[src/rtl/des128_pkg.sv]
// Shared widths, FSM encoding and default parameters for the 128-bit DES stream controller.
package des128_pkg;

  localparam int DES128_W           = 128;
  localparam int DEF_TIMEOUT_CYCLES = 64;
  localparam int DEF_START_PULSE    = 2;

  typedef enum logic [1:0] {
    IDLE  = 2'd0,
    START = 2'd1,
    RUN   = 2'd2,
    HOLD  = 2'd3
  } state_t;

endpackage

[src/rtl/des128_edge_det.sv]
// Single-bit rising-edge detector; the previous sample is cleared on a synchronous reset.
module des128_edge_det (
  input  logic Clk,
  input  logic Reset,
  input  logic i_d,
  output logic o_rise
);

  logic r_q;

  always_ff @(posedge Clk) begin
    if (Reset) begin
      r_q <= 1'b0;
    end else begin
      r_q <= i_d;
    end
  end

  assign o_rise = i_d & ~r_q;

endmodule

[src/rtl/des128_stream_ctrl.sv]
// Sequencer between a valid/ready stream and the 128-bit DES core: one operation at a time.
// Optional RUN timeout watchdog enabled by defining DES128_TIMEOUT_EN.
module des128_stream_ctrl
  import des128_pkg::*;
#(
  parameter int TIMEOUT_CYCLES = DEF_TIMEOUT_CYCLES,
  parameter int START_PULSE    = DEF_START_PULSE
) (
  input  logic                Clk,
  input  logic                Reset,
  input  logic                in_valid,
  output logic                in_ready,
  input  logic [DES128_W-1:0] in_plaintext,
  input  logic [DES128_W-1:0] in_key,
  output logic [DES128_W-1:0] core_plaintext,
  output logic [DES128_W-1:0] core_key,
  output logic                core_reset,
  input  logic                core_done,
  input  logic [DES128_W-1:0] core_ciphertext,
  output logic                out_valid,
  input  logic                out_ready,
  output logic [DES128_W-1:0] out_ciphertext,
  output logic                busy,
  output logic                timeout_err
);

  localparam int PW = (START_PULSE > 1) ? $clog2(START_PULSE) : 1;
  localparam logic [PW-1:0] PULSE_LAST = PW'(START_PULSE - 1);

  if (START_PULSE < 1 || TIMEOUT_CYCLES < 1) begin : g_param_check
    $error("des128_stream_ctrl: START_PULSE and TIMEOUT_CYCLES must be >= 1");
  end

  state_t              r_state;
  state_t              w_state_next;
  logic [PW-1:0]       r_pulse_cnt;
  logic [DES128_W-1:0] r_core_pt;
  logic [DES128_W-1:0] r_core_key;
  logic [DES128_W-1:0] r_out_ct;
  logic                w_accept;
  logic                w_capture;
  logic                w_timeout;
  logic                w_done_rise;

  des128_edge_det u_done_edge (
    .Clk    (Clk),
    .Reset  (Reset),
    .i_d    (core_done),
    .o_rise (w_done_rise)
  );

`ifdef DES128_TIMEOUT_EN
  localparam int RW = (TIMEOUT_CYCLES > 1) ? $clog2(TIMEOUT_CYCLES) : 1;
  localparam logic [RW-1:0] RUN_LAST = RW'(TIMEOUT_CYCLES - 1);

  logic [RW-1:0] r_run_cnt;
  logic          r_timeout_err;
  logic          w_run_expired;

  assign w_run_expired = (r_run_cnt == RUN_LAST);
  assign timeout_err   = r_timeout_err;

  always_ff @(posedge Clk) begin
    if (Reset) begin
      r_run_cnt     <= '0;
      r_timeout_err <= 1'b0;
    end else begin
      if (r_state == START) begin
        r_run_cnt <= '0;
      end else if (r_state == RUN) begin
        r_run_cnt <= r_run_cnt + 1'b1;
      end
      if (w_timeout) begin
        r_timeout_err <= 1'b1;
      end
    end
  end
`else
  logic w_run_expired;

  assign w_run_expired = 1'b0;
  assign timeout_err   = 1'b0;
`endif

  always_ff @(posedge Clk) begin
    if (Reset) begin
      r_state <= IDLE;
    end else begin
      r_state <= w_state_next;
    end
  end

  always_comb begin
    w_state_next = r_state;
    w_accept     = 1'b0;
    w_capture    = 1'b0;
    w_timeout    = 1'b0;
    in_ready     = 1'b0;
    core_reset   = 1'b1;
    out_valid    = 1'b0;
    busy         = 1'b1;
    case (r_state)
      IDLE: begin
        in_ready = 1'b1;
        busy     = 1'b0;
        if (in_valid) begin
          w_accept     = 1'b1;
          w_state_next = START;
        end
      end
      START: begin
        if (r_pulse_cnt == PULSE_LAST) begin
          w_state_next = RUN;
        end
      end
      RUN: begin
        core_reset = 1'b0;
        // A real completion wins over a watchdog expiry in the same cycle.
        if (w_done_rise) begin
          w_capture    = 1'b1;
          w_state_next = HOLD;
        end else if (w_run_expired) begin
          w_timeout    = 1'b1;
          w_state_next = HOLD;
        end
      end
      HOLD: begin
        out_valid = 1'b1;
        if (out_ready) begin
          w_state_next = IDLE;
        end
      end
      default: begin
        w_state_next = IDLE;
      end
    endcase
  end

  always_ff @(posedge Clk) begin
    if (Reset) begin
      r_pulse_cnt <= '0;
      r_core_pt   <= '0;
      r_core_key  <= '0;
      r_out_ct    <= '0;
    end else begin
      if (w_accept) begin
        r_core_pt   <= in_plaintext;
        r_core_key  <= in_key;
        r_pulse_cnt <= '0;
      end else if (r_state == START) begin
        r_pulse_cnt <= r_pulse_cnt + 1'b1;
      end
      if (w_capture) begin
        r_out_ct <= core_ciphertext;
      end else if (w_timeout) begin
        r_out_ct <= '0;
      end
    end
  end

  assign core_plaintext = r_core_pt;
  assign core_key       = r_core_key;
  assign out_ciphertext = r_out_ct;

endmodule

[config.mk]
export PLATFORM = sky130hd
export DESIGN_NAME = des128_stream_ctrl
export DESIGN_NICKNAME = d
export VERILOG_FILES = /design/src/rtl/des128_pkg.sv /design/src/rtl/des128_edge_det.sv /design/src/rtl/des128_stream_ctrl.sv
export SDC_FILE = /design/constraint.sdc
export NUM_CORES = 1
export LEC_CHECK = 0
export ABC_AREA = 1
export CORE_AREA = 8 8 293 295
export DETAILED_ROUTE_END_ITERATION = 16
export DIE_AREA = 0 0 301 303
export SYNTH_ARGS = -nofsm -noshare
export SYNTH_HDL_FRONTEND = slang
export SYNTH_SLANG_ARGS = --single-unit
[constraint.sdc]
create_clock -name Clk -period 3.28 [get_ports Clk]
set_clock_uncertainty 0.05 [all_clocks]
set_input_delay 0.82 -clock Clk [delete_from_list [all_inputs] [get_ports Clk]]
set_output_delay 0.82 -clock Clk [all_outputs]
set_load 0.02 [all_outputs]
# [Word-level counts from Yosys, hierarchy flattened]
# Cells that the tools add are included.
[op_classes] addsub=1 mul=0 div=0 n_lt_le_gt_ge=0 eq_ne=7 n_shift=0 mux=14 n_bitwise=2 n_reduce_logical=3
[op_table] cell="$mux W128" count=1
[op_table] cell="$mux W1" count=8
[op_table] cell="$mux W2" count=4
[op_table] cell="$pmux W2 S4" count=1
[op_table] cell="$ne A2 B2 Y1 const B" count=3
[op_table] cell="$eq A2 B2 Y1 const B" count=2
[op_table] cell="$reduce_and A4 Y1" count=1
[op_table] cell="$eq A2 B1 Y1 const B" count=1
[op_table] cell="$logic_not A2 Y1" count=1
[op_table] cell="$ne A2 B1 Y1 const B" count=1
[op_table] cell="$reduce_or A2 Y1" count=1
[op_table] cell="$add A1 B1 Y1 const B" count=1
[op_table] cell="$and A1 B1 Y1" count=1
[op_table] cell="$not A1 Y1" count=1
[totals] register_bits=388 latchBits=0 ramBits=0 rom_bits=0 in_bits=389 out_inout_bits=389 wordCells=33 mem_count=0

# [Longest topological paths before layout]
# Gate-level depths: netlist of the first run.
[depth] depth_word=5 ltp_mapped=9 depth_no_buf=9

# [By module]
# A second synthesis of the first run with hierarchy kept.
[unflattened] cells_unflattened=1708 hier_area_um2=13684.4
[modules_own_cells] mod="des128_stream_ctrl" n_inst=1 cells_each=1704 area_per_inst_um2=13653.1 seq_area_each_um2=7747.4
[modules_own_cells] mod="des128_edge_det" n_inst=1 cells_each=4 area_per_inst_um2=31.3 seq_area_each_um2=20.0

# [Worst setup path after synthesis of the first run]
# OpenSTA, ideal clock, no wires.
[synth_timing] path_type="flip-flop to output port" startpoint="register r_state[0]" endpoint="output port core_reset" arrival_ns=0.831 t_required_ns=2.410 slack_ns=1.579 stages_incl_launch_ff=4 path_buffers=0 path_cell_list="dfxtp_1 -> inv_1 -> ha_1 -> inv_1"
[synth_via] elab_chain_cells=2
[synth_rtl] element="start, declared" line_no="des128_stream_ctrl.sv:34" source="state_t r_state;"
[synth_rtl] element="start signal, assigned" line_no="des128_stream_ctrl.sv:89" source="r_state <= w_state_next;"
[synth_rtl] element="$eq A2 B2 Y1" line_no="des128_stream_ctrl.sv:102" source="case (r_state)"
[synth_rtl] element="$mux W1" line_no="des128_stream_ctrl.sv:102"
[synth_rtl] element="end, declared" line_no="des128_stream_ctrl.sv:17" source="output logic core_reset,"
# Every way passes these cells.

# [Final worst setup path of the first run]
[layout_timing] startpoint="register r_state[0]" endpoint="output port busy"
[layout_via] elab_chain_cells=2
[layout_rtl] element="$logic_not A2 Y1" line_no="des128_stream_ctrl.sv:102"
[layout_rtl] element="$mux W1" line_no="des128_stream_ctrl.sv:102"
[layout_rtl] element="end, declared" line_no="des128_stream_ctrl.sv:23" source="output logic busy,"
# Every way passes these cells.

==> out/qor.yml, run 1 <==
port_buffers: 776
grt.total_usage_pct: 13.5
vias_per_cell: 3.88
drtAntennaViolNets: 0
async_reset_ff_share_pct: 0
fin_cells: 3556
worst_pin_slew_ns: 0.588
cp.required_ns: 2.41
cp-end-kind: "primary output"
cellPowerDensity_mw_per_mm2: 777
hold_path_class: "reg2reg"
cts-hold-fix-buffers: 0
area_growth_pct: 73.4
tns_ns: 0
layout-drive-gt1-share_pct: 4.64
clk_latency_ns: 0.57
cts_buffer_depth: 3
num_rows: 105
cts.clk_slew.worst_paths_ns: 0.06
synth_nets: 2103
yosysSeqAreaShare_pct: 55.9
timing.fmax_mhz: 338
cp.arrival_ns: 2.09
maxSlewHeadroom_pct: 60.7
fin_ws_ns: 0.318
synthMostInstantiatedCell: "nor2_1"
syn_inst: 1709
rsz0062_at_grt: "false"
drc: 0
synth_area_leaders: "dfxtp_1 (56%), nor2_1 (14%), o21ai_0 (10%), a21oi_1 (4.6%), buf_6 (4.1%)"
dp.cells: 3471
ios: 778
core_region_area_sq_mm: 0.0812
crit_type: "reg2out"
fin_crit_sh_pct: 90.3
start_util_pct: 17.1
path_buf_inv: 3
synth_top_area_share_pct: 55.9
cp-start-kind: "flip-flop"
grt_pass1_wl_mm: 92.5
htree_levels: 2
die_w_microns: 301
finalMaxSlewViolations: 0
synth_ff_type: "dfxtp_1"
yosys-top-cells-count: "nor2_1 (519), dfxtp_1 (388), o21ai_0 (278)"
grt_max_degree: 111
cp_cell_sequence: "inv_1 -> ha_1 -> inv_1 -> clkdlybuf4s50_1"
yosysTopAreaCell: "dfxtp_1"
leakagePower_uw: 0.00889
cts_resized: 0
dp_slack_ns: 0.616
crit_slowest_cell: "clkdlybuf4s50_1"
crit_path_frequent_cell: "inv_1"
grt_remaining_overflow: 0
globalplace.congestion: 0.799
clockRootBuffer: "clkbuf_16"
final-setup-viol-count: 0
fp.dieH_microns: 303
die_area_sq_mm: 0.0912
status: "finished, final reports clean"
crit_family: "buffers and inverters"
antenna_found_initial: 19
wl_mm: 66.3
syn_area_sq_mm: 0.0139
cts_setup_buffers: 0
wl_per_cell_microns: 18.7
numCtsBuffers: 46
cts.sinks: 388
worstPathMaxFanout: 4
cap_violations: 0
drtPass1Iterations: 4
ir_worst_vdd_v: 0.000396
place_hpwl_mm: 52.6
nets: 2843
cp_slowest_stage_delay_ns: 0.63
synth_seq_cells: 388
synth_warnings: 0
synth.distinct_cells: 21
holdWs_ns: 0.391
first_iter_violations: 598
synth-edff-count: 0
finalCriticalPeriod_ns: 2.96
cts_tree: "done"
syn_area_per_cell_sq_um: 8.13
grt_pass1_vias: 13386
num_vias: 13799
hold_viol_final: 0
[cells in the final DEF, fill, tap and decap left out, types with 2 or more instances in the layout]
master	count
a21oi_1	129
buf_12	15
buf_4	28
bufinv_16	4
clkbuf_1	10
clkbuf_16	46
clkbuf_8	6
clkdlybuf4s50_1	776
clkinv_2	7
dfxtp_1	388
diode_2	7
ha_1	5
inv_1	140
inv_6	2
inv_8	2
nand2_1	8
nor2_1	519
o21ai_0	278
o21ai_1	107
[kinds of logic (layout without fill, tap and decap cells)]
kind of cell	Yosys count	in the layout	synth area share, %
AOI/OAI and AO/OA	514	514	18.5
xor gates and xnor gates	1	1	0.0630
adders and majority gates	5	5	0.450
buffers and inverters	269	1039	10.6
DFF	388	388	55.9
other	1	8	0.0270
and+or+nand+nor	531	531	14.5
[power by group]
group / internal [uW] / switching, uW / total, uW
logic: 3130 / 4120 / 7250
clock network: 3020 / 2120 / 5140
registers: 5780 / 560 / 6350
total: 11900 / 6800 / 18700
[sequential cells by signal (all words and copies together), names as in the netlist]
signal           flops
r_pulse_cnt          1
core_plaintext     128
core_key           128
out_ciphertext     128
r_state              2
u_done_edge.r_q      1
[path summary, 6_finish.rpt]
path	startpoint	to	slack, ns	cells past startpoint
setup / recovery	r_state[0]$_SDFFE_PP0P_	busy	0.32	4
hold / removal	out_ciphertext[126]$_SDFFE_PP0P_	out_ciphertext[126]$_SDFFE_PP0P_	0.39	2
setup reg to reg	r_state[0]$_SDFFE_PP0P_	core_plaintext[2]$_SDFFE_PP0P_	1.23	6
hold reg to reg	out_ciphertext[126]$_SDFFE_PP0P_	out_ciphertext[126]$_SDFFE_PP0P_	0.39	2
[metrics by stage]
stage / power, uW / area, sq um / util (%)
after floorplan: 10300 / 13900 / -
after global placement: 13800 / 22600 / 27.8
after detailed placement: 13800 / 22600 / 27.8
after CTS: 19100 / 24100 / 29.7
after global routing: 19900 / 24100 / 29.7
final: 18700 / 24100 / 29.7
[worst min-delay path: stages (launching register included)]
cell,delay (ns)
dfxtp_1,0.30
inv_1,0.05
a21oi_1,0.05
[metal layers]
metal / routed length [microns] / track usage, % / vias up
met2: 32200 / 23.4 / 519
met4: 1380 / 3.67 / 10
li1: - / - / 6943
met5: 61 / 0 / -
met1: 24700 / 14.3 / 6229
met3: 8000 / 7.08 / 98
[area by class of cell]
type | count | area, sq um
Antenna cell | 7 | 17.5
Clock buffer | 62 | 1270
Clock inverter | 16 | 205
Fill cell | 8778 | 57100
Inverter | 142 | 548
Multi-Input combinational cell | 1052 | 4670
Sequential cell | 388 | 7770
Tap cell | 1070 | 1340
Timing Repair Buffer | 819 | 8280
(Power assumes the default switching activity.)
==> inputs of run 2 (changes only) <==
--- a/config.mk
+++ b/config.mk
@@ -6,9 +6,11 @@
 export NUM_CORES = 1
 export LEC_CHECK = 0
 export ABC_AREA = 1
-export CORE_AREA = 8 8 293 295
+export CAP_MARGIN = 15
+export CORE_AREA = 8 8 298 300
+export CTS_BUF_LIST = sky130_fd_sc_hd__clkbuf_2 sky130_fd_sc_hd__clkbuf_4 sky130_fd_sc_hd__clkbuf_8
 export DETAILED_ROUTE_END_ITERATION = 16
-export DIE_AREA = 0 0 301 303
+export DIE_AREA = 0 0 306 308
 export SYNTH_ARGS = -nofsm -noshare
 export SYNTH_HDL_FRONTEND = slang
 export SYNTH_SLANG_ARGS = --single-unit
==> run 2 against run 1 <==
Routed wire length up 4.4%. Clock power is 2% lower. Power down 1.0%. First-iteration DRC count up 24%. Via count rose by 1.1%. Worst setup slack worse by 0.035 ns. Hold slack about the same. Critical path type unchanged. Critical endpoint is now core_reset. Largest cell class unchanged. Largest power group unchanged.
==> out/qor.yml, run 2 (synthesis results as in run 1) <==
clkPwrFrac_pct: 27.2
cap_violations: 0
grt_max_degree: 94
fp.dieH_microns: 308
die_w_microns: 306
ios: 778
leakagePower_uw: 0.00894
combPwrFrac_pct: 38.6
r2r_slack_ns: 1.34
cts_tree: "done"
worst_pin_slew_ns: 0.545
globalplace.congestion: 0.812
wl_mm: 69.3
rr_worst_depth: 7
cellPowerDensity_mw_per_mm2: 769
start_util_pct: 16.5
crit_family: "buffers and inverters"
r2r-start: "r_state[0]$_SDFFE_PP0P_"
cp_cell_sequence: "inv_1 -> ha_1 -> inv_1 -> clkdlybuf4s50_1"
wl_met1_mm: 25.0
grt_pass1_wl_mm: 97.4
wl_met3_mm: 7.51
numCtsBuffers: 76
cp.required_ns: 2.41
cts_resized: 0
cp-end-kind: "primary output"
hold_viol_final: 0
most-common-layout-cells: "clkdlybuf4s50_1 (776), nor2_1 (519), dfxtp_1 (388)"
place_hpwl_mm: 55.5
min_from: "out_ciphertext[24]$_SDFFE_PP0P_"
reg2reg_to: "core_key[91]$_SDFFE_PP0P_"
cts.sinks: 388
crit_slowest_cell: "clkdlybuf4s50_1"
finalMaxSlewViolations: 0
switching_share_pct: 36.7
clockRootBuffer: "clkbuf_8"
final_common_cell: "clkdlybuf4s50_1"
cts_setup_buffers: 0
met2_length_mm: 35.0
highest_layer: "met5"
drtAntennaViolNets: 0
cts-hold-fix-buffers: 0
antenna_found_initial: 27
tns_ns: 0
hold_path_class: "reg2reg"
cts_buffer_depth: 3
wl_per_cell_microns: 19.1
grt.total_usage_pct: 13.9
grt_remaining_overflow: 0
htree_levels: 3
fillCellCount: 9107
layout-drive-gt1-share_pct: 6.48
crit_type: "reg2out"
clk_latency_ns: 0.63
core_region_area_sq_mm: 0.0842
crit_path_frequent_cell: "inv_1"
maxSlewHeadroom_pct: 63.7
rsz0062_at_grt: "false"
final-setup-viol-count: 0
status: "finished, final reports clean"
drtPass1Iterations: 7
cts.clk_slew.worst_paths_ns: 0.05
nets: 2860
path_buf_inv: 3
seqPwrFrac_pct: 34.2
timing.fmax_mhz: 334
port_buffers: 776
total_power_uw: 18500
p_int_uw: 11700
ir_worst_vdd_v: 0.000469
first_iter_violations: 739
p_sw_uw: 6800
min_delay_worst_endpoint: "out_ciphertext[24]$_SDFFE_PP0P_"
drc: 0
fin_crit_sh_pct: 91.4
worstPathMaxFanout: 4
cp-start-kind: "flip-flop"
holdPathStages: 2
finalCriticalPeriod_ns: 3.00
die_area_sq_mm: 0.0942
vias_per_cell: 3.86
cp_slowest_stage_delay_ns: 0.63
area_growth_pct: 73.5
cp.arrival_ns: 2.13
num_vias: 13956
num_rows: 107
grt_pass1_vias: 13939
==> run 2: worst min-delay path: stages (launching register included) <==
cell     delay, ns
dfxtp_1       0.30
inv_1         0.05
a21oi_1       0.05
==> run 2: how the worst max path moves through the flow <==
stage                                       start  cells past startpoint  slack [ns]                              end
final                     r_state[0]$_SDFFE_PP0P_                      4        0.28                       core_reset
after global routing      r_state[0]$_SDFFE_PP0P_                      4        0.13                       core_reset
after CTS                 r_state[0]$_SDFFE_PP0P_                      4        0.19                       core_reset
after detailed placement                 in_valid                      6        0.62        core_key[78]$_SDFFE_PP0P_
after global placement                   in_valid                      6        0.61  core_plaintext[17]$_SDFFE_PP0P_
after floorplan           r_state[0]$_SDFFE_PP0P_                      3        1.58                       core_reset
==> run 2: final cells by class <==
cell class | instances | area (sq um) | share of cell area [%]
repair buffers | 806 | 8180 | 33.9
flip-flops and latches | 388 | 7770 | 32.2
multi-input cells | 1052 | 4670 | 19.4
clock buffers | 116 | 1450 | 6.02
well taps | 1090 | 1360 | 5.65
inverters | 142 | 548 | 2.27
clock inverters | 13 | 104 | 0.431
diodes | 12 | 30.0 | 0.125
==> run 2: routing by layer <==
metal | global-route usage [%] | vias to the layer above
li1 | - | 7005
met1 | 13.9 | 6256
met2 | 24.9 | 580
met3 | 6.88 | 111
met4 | 4.99 | 4
met5 | 0 | -
==> run 2: metrics by stage <==
step / hold WS (ns) / std cells / util [%] / cell area, sq um / setup slack [ns]
finish: 0.391 / 3619 / 28.6 / 24100 / 0.283
global route: 0.405 / 3614 / 28.6 / 24100 / 0.128
CTS: 0.394 / 3607 / 28.6 / 24100 / 0.185
detailed placement: 0.385 / 3478 / 26.8 / 22500 / 0.616
global placement: 0.381 / 3478 / 26.8 / 22500 / 0.610
floorplan: 0.445 / 1709 / - / 13900 / 1.58
==> run 2: power groups by stage <==
stage               sequential [uW]  clock (uW)  combinational (uW)
floorplan                      7640           0                2660
global placement               6400           0                7250
detailed placement             6440           0                7280
CTS                            6350        5300                7300
global route                   6470        5500                7790
finish                         6340        5050                7160
